<file path="src/rtl/pipe_stage_skid.sv">
// Generic two-entry elastic pipeline stage (main + skid register) with valid/ready
// handshake, stall-vector hold/bubble semantics, flush and a saturating bubble counter.
module pipe_stage_skid #(
  parameter int                WIDTH     = 64,
  parameter int                CTRL_W    = 6,
  parameter int                STAGE     = 2,
  parameter logic [WIDTH-1:0]  NOP_VALUE = '0,
  parameter int                CNT_W     = 16
) (
  input  logic              clk,
  input  logic              rst,
  input  logic [CTRL_W-1:0] stall,
  input  logic              flush,
  input  logic              in_valid,
  output logic              in_ready,
  input  logic [WIDTH-1:0]  in_data,
  output logic              out_valid,
  input  logic              out_ready,
  output logic [WIDTH-1:0]  out_data,
  output logic [1:0]        occupancy,
  output logic [CNT_W-1:0]  bubble_cnt
);

  logic             main_v_q, main_v_d;
  logic             skid_v_q, skid_v_d;
  logic [WIDTH-1:0] main_data_q, main_data_d;
  logic [WIDTH-1:0] skid_data_q, skid_data_d;
  logic [CNT_W-1:0] bubble_cnt_q, bubble_cnt_d;
  logic             acc, dep;
  logic             unused_stall;

  assign unused_stall = ^stall;

  assign in_ready   = !skid_v_q;
  assign out_valid  = main_v_q;
  assign out_data   = main_v_q ? main_data_q : NOP_VALUE;
  assign occupancy  = {1'b0, main_v_q} + {1'b0, skid_v_q};
  assign bubble_cnt = bubble_cnt_q;

  assign acc = in_valid & in_ready & !stall[STAGE] & !flush;
  assign dep = main_v_q & out_ready & !stall[STAGE+1] & !flush;

  // Skid is only ever occupied while main is, so main_v_q alone decides "empty".
  always_comb begin
    main_v_d    = main_v_q;
    skid_v_d    = skid_v_q;
    main_data_d = main_data_q;
    skid_data_d = skid_data_q;
    if (flush) begin
      main_v_d    = 1'b0;
      skid_v_d    = 1'b0;
      main_data_d = NOP_VALUE;
      skid_data_d = NOP_VALUE;
    end else if (!main_v_q) begin
      if (acc) begin
        main_v_d    = 1'b1;
        main_data_d = in_data;
      end
    end else if (!skid_v_q) begin
      if (acc && dep) begin
        main_data_d = in_data;
      end else if (acc) begin
        skid_v_d    = 1'b1;
        skid_data_d = in_data;
      end else if (dep) begin
        main_v_d = 1'b0;
      end
    end else if (dep) begin
      main_data_d = skid_data_q;
      skid_v_d    = 1'b0;
      skid_data_d = NOP_VALUE;
    end
  end

  always_comb begin
    bubble_cnt_d = bubble_cnt_q;
    if (!main_v_q && !(&bubble_cnt_q)) begin
      bubble_cnt_d = bubble_cnt_q + CNT_W'(1);
    end
  end

  always_ff @(posedge clk or negedge rst) begin
    if (!rst) begin
      main_v_q     <= 1'b0;
      skid_v_q     <= 1'b0;
      main_data_q  <= NOP_VALUE;
      skid_data_q  <= NOP_VALUE;
      bubble_cnt_q <= '0;
    end else begin
      main_v_q     <= main_v_d;
      skid_v_q     <= skid_v_d;
      main_data_q  <= main_data_d;
      skid_data_q  <= skid_data_d;
      bubble_cnt_q <= bubble_cnt_d;
    end
  end

endmodule

</file>
<file path="config.mk">
export PLATFORM = sky130hd
export DESIGN_NAME = pipe_stage_skid
export DESIGN_NICKNAME = d
export VERILOG_FILES = /design/src/rtl/pipe_stage_skid.sv
export SDC_FILE = /design/constraint.sdc
export NUM_CORES = 1
export LEC_CHECK = 0
export BUFFER_PORTS_ARGS = -buffer_cell sky130_fd_sc_hd__clkbuf_2
export CORE_MARGIN = 10
export CORE_UTILIZATION = 54
export DETAILED_ROUTE_END_ITERATION = 7
export HOLD_SLACK_MARGIN = 0.08
export PLACE_DENSITY = 0.87
export SLEW_MARGIN = 25
export SYNTH_ARGS = -nofsm -noshare
export SYNTH_HDL_FRONTEND = slang
export SYNTH_SLANG_ARGS = --single-unit
</file>
<file path="constraint.sdc">
create_clock -name clk -period 2.3 [get_ports clk]
set_clock_uncertainty 0.15 [all_clocks]
set_input_delay 0.115 -clock clk [delete_from_list [all_inputs] [get_ports clk]]
set_output_delay 0.115 -clock clk [all_outputs]
set_load 0.02 [all_outputs]
</file>
==> results.md <==
- The run finished with clean final reports.
- The cell accounting for the most synthesized area is sky130_fd_sc_hd__dfrtp_1.
- The worst reg-to-reg path cell count is 4.
- The floorplan step set the die height to roughly 130 um.
- The most used flip-flop cell after synthesis is sky130_fd_sc_hd__dfrtp_1.
- Clock-pin slew was measured on the worst setup and hold paths at around 60 ps.
- In this run the core area contains 41 standard-cell rows.
- The critical path startpoint is out_valid.
- The via count of the first global-routing pass is 6473.
- The final wirelength is roughly 21000 um.
- The root cell of the clock tree is sky130_fd_sc_hd__clkbuf_16.
- The part of the total power dissipated in combinational logic is 0.151.
- The count of warnings emitted by yosys is 0.
- After synthesis, the share of flip-flops with an asynchronous set or reset is 1.000.
- The worst register-to-register path begins at out_valid.
- Setup repair after global routing left no endpoint under its margin.
- The die footprint is approximately 0.018 mm^2.
- The number of enable flip-flop cells after synthesis is 0.
- The clock reaches the later pin of the worst-skew pair after ~430 ps.
- After detailed routing, the number of remaining DRC violations is 0.
- The critical setup path kind is reg2reg.
- The kind of cell with the highest combined delay on the critical path is buffers and inverters.
- The max-slew violation count came to 0.
- STA classifies the critical path startpoint as a flip-flop.
- For the final routed database, the setup TNS stands at 0 ps.
- The hold violation total from the final report is 0.
- For this design the static power due to leakage is 4.845 nW.
- During I/O placement, the number of pins put on the boundary was 159.
- The commonest cells after synthesis are sky130_fd_sc_hd__dfrtp_1, sky130_fd_sc_hd__nand2_1, sky130_fd_sc_hd__a21oi_1, sky130_fd_sc_hd__and2_1, sky130_fd_sc_hd__a32o_2.
- 0 antenna diodes ended up in the layout.
- Summing every instance area after synthesis gives approximately 0.0071 mm^2.
- From synthesis to final layout, the design area changed by 30.32%.
- Derived from the worst setup path, the maximum achievable clock frequency is 0.4666 GHz.
- The CTS tree is yes.
- A synthesized cell averages 10.84 um^2.
- By area the synthesized netlist is led by sky130_fd_sc_hd__dfrtp_1, sky130_fd_sc_hd__a32o_2, sky130_fd_sc_hd__mux2_2.
- The half-perimeter wire length after placement is 12460 um.
- The initial core utilization is 0.5573.
- Max-cap violations in this run came to 0.
- The final standard cell utilization of the core is 0.7263.
- After routing the design area is 0.009240 mm^2.
- The first global-routing pass estimated around 34000 um of wire.
- The number of DRC violations after detailed-routing iteration 0 is about 540.
- The total overflow reported by the global router is 0.
- The critical register-to-register path endpoint is skid_v_q.
- The number of filler cells placed in the layout is 843.
- The placer congestion estimate is 0.8148.
- The standard cell with the maximum stage delay on the critical path is sky130_fd_sc_hd__dfrtp_2.
- The minimum clock period after layout is 2143 ps.
- The maximum number of pins on one net before global-route repair is 65.
- After detailed routing, the number of vias per cell comes to 5.863.
- The count of nets left with antenna violations once routing finished came out at 0.
- By instance count, the leading cell after synthesis is sky130_fd_sc_hd__dfrtp_1.
- In this run the register-to-register setup slack is 160 ps.
- The number of antenna violations at the first check in global routing is 0.
- The longest clock path from root to sink contains 2 buffers.
- The power density of the placed cells is 728.8 mW/mm^2.
- Internal power comes to 4.977 mW.
- The worst setup path is captured at a flip-flop.
- The number of clock sinks seen by CTS is between 100 and 150.
- The worst min-delay path class is in2async.
- Data on the critical path arrives at its endpoint at 2310 ps.
- The number of gates resized after cts is 0.
- The total track usage is 0.2305.
- Buffers inserted during clock tree synthesis total 17.
- The H-tree generated during clock tree synthesis spans 4 levels.
- The top-area cell type share of the netlist area is 0.5153.
- The fraction of power spent switching nets is 0.2609.
- The core region is 0.01272 mm^2.
- Traced cell by cell, the critical path runs through buf_4, nand3b_1, dlygate4sd3_1, a221oi_1.
- The share of total power dissipated in the clock network is 0.413.
- After detailed placement, the total cell area comes to 0.007956 mm^2.
- The setup violation total in the final timing report is 0.
- In this run, synthesis produced a sequential element count of 146.
- The final net count is 934.
- For the pin with the worst max-slew slack, the measured transition is between 700 and 800 ps.
- The detail-routed net length per standard cell is 19.93 um.
- The first detailed-routing pass took 6 iterations.
- The sequential area share after synthesis is 0.5153.
- Post-CTS timing repair inserted 0 buffers for setup.
- The largest incremental delay on the critical path is 580 ps.
- The count of vias placed by the detailed router is 6103.
- Dividing the final minimum period by the clock period gives 0.9318.
- Input and output buffers added on the ports amount to 154.
- The count of buffer and inverter cells on the critical path is 2.
- For the worst setup path, the data required time is 2460 ps.
- Yosys mapped the design onto 40 distinct sky130hd cell types.
- The normalized max-slew margin is 0.5177.
- The number of nets handed over by synthesis was 731.
- In this run the power spent charging and discharging nets is between 1.5 and 2 mW.
- In the final layout, the share of cells above drive strength 1 is 0.3751.
- The total power consumption of the routed design is 6.734 mW.
- The share of total power dissipated in sequential elements is 0.436.
- In this run the worst path has a maximum fanout of 28.
- Across all hold checks on the routed design, the worst slack comes to 92.08 ps.
- The gate count of the mapped netlist is 654.
- Across the VDD grid, the largest voltage drop is 0.5160 mV.
- The die is 134.6 um wide.
- The count of hold-fix buffers inserted at cts is 69.
==> layout make-up <==
type                    instances  area, um^2  share of cell area
inverters                       4       17.52            0.001896
clock inverters                 4       70.07            0.007583
repair buffers                239        1625              0.1759
clock buffers                  27       523.0             0.05660
multi-input cells             449        3134              0.3392
well taps                     172       215.2             0.02329
flip-flops and latches        146        3655              0.3955
==> metrics by stage <==
stage          setup WS, ps  instances
2_1_floorplan         306.6        654
3_3_place_gp          300.1        941
3_5_place_dp          223.5        941
4_1_cts               146.8       1041
5_1_grt               68.93       1041
6_report              156.8       1041
==> cells in the final DEF, fill, tap and decap left out, types with 5 or more instances in the layout <==
cell                            Yosys  final
sky130_fd_sc_hd__and2_1            65     64
sky130_fd_sc_hd__nand3_1            5      5
sky130_fd_sc_hd__dfrtp_1          146    145
sky130_fd_sc_hd__nand2_1          134    133
sky130_fd_sc_hd__nand4_1            6      6
sky130_fd_sc_hd__a21oi_1           65     65
sky130_fd_sc_hd__a32o_2            60     60
sky130_fd_sc_hd__xnor2_1            7      7
sky130_fd_sc_hd__xor2_1             8      8
sky130_fd_sc_hd__mux2_1             6      6
sky130_fd_sc_hd__buf_4              0     13
sky130_fd_sc_hd__mux2_2            59     59
sky130_fd_sc_hd__clkbuf_16          0     17
sky130_fd_sc_hd__dlygate4sd3_1      0     69
sky130_fd_sc_hd__clkbuf_8           0      6
sky130_fd_sc_hd__clkbuf_2           0    153
==> worst reg2reg max path, stage by stage (launching register included) <==
cell and delay (ps):
sky130_fd_sc_hd__dfrtp_2 580, sky130_fd_sc_hd__buf_4 370, sky130_fd_sc_hd__nand3b_1 110, sky130_fd_sc_hd__dlygate4sd3_1 570, sky130_fd_sc_hd__a221oi_1 270
==> registers in the layout, summed over array words and instances (netlist names) <==
name and cells:
skid_v_q 1, main_data_q 64, out_valid 1, bubble_cnt 16, skid_data_q 64
==> worst max path at each step <==
stage / endpoint / slack [ps] / depth (start not counted)
floorplan: bubble_cnt[3] / 310 / 6
global placement: main_data_q[48] / 300 / 5
detailed placement: main_data_q[55] / 220 / 5
CTS: skid_v_q / 150 / 4
global route: skid_v_q / 70 / 4
finish: skid_v_q / 160 / 4
==> per-layer routing <==
| layer | wire (um) | track usage | up-vias |
|---|---|---|---|
| li1 | - | - | 2721 |
| met1 | 8248 | 0.2779 | 3024 |
| met2 | 10490 | 0.3868 | 317 |
| met3 | 1664 | 0.07604 | 41 |
| met4 | 348 | 0.06227 | 0 |
| met5 | 0 | 0 | - |
==> power by group through the flow <==
stage               logic, mW  clock network [mW]  registers (mW)
CTS                      1.02                2.81            2.93
global route             1.11                2.91            2.96
detailed placement      0.914                   0            2.97
finish                   1.02                2.78            2.93
floorplan               0.496                   0            3.00
global placement        0.870                   0            2.95
==> cells by family after synthesis <==
group | count (synthesis) | share of synthesized area
DFF | 146 | 0.5153
buffers and inverters | 59 | 0.04553
AOI/OAI and AO/OA | 135 | 0.1539
muxes | 65 | 0.1032
xor gates and xnor gates | 15 | 0.01853
adders and majority gates | 2 | 0.003529
and+or+nand+nor | 232 | 0.1601
No activity file was read; power rests on OpenSTA's default activity.
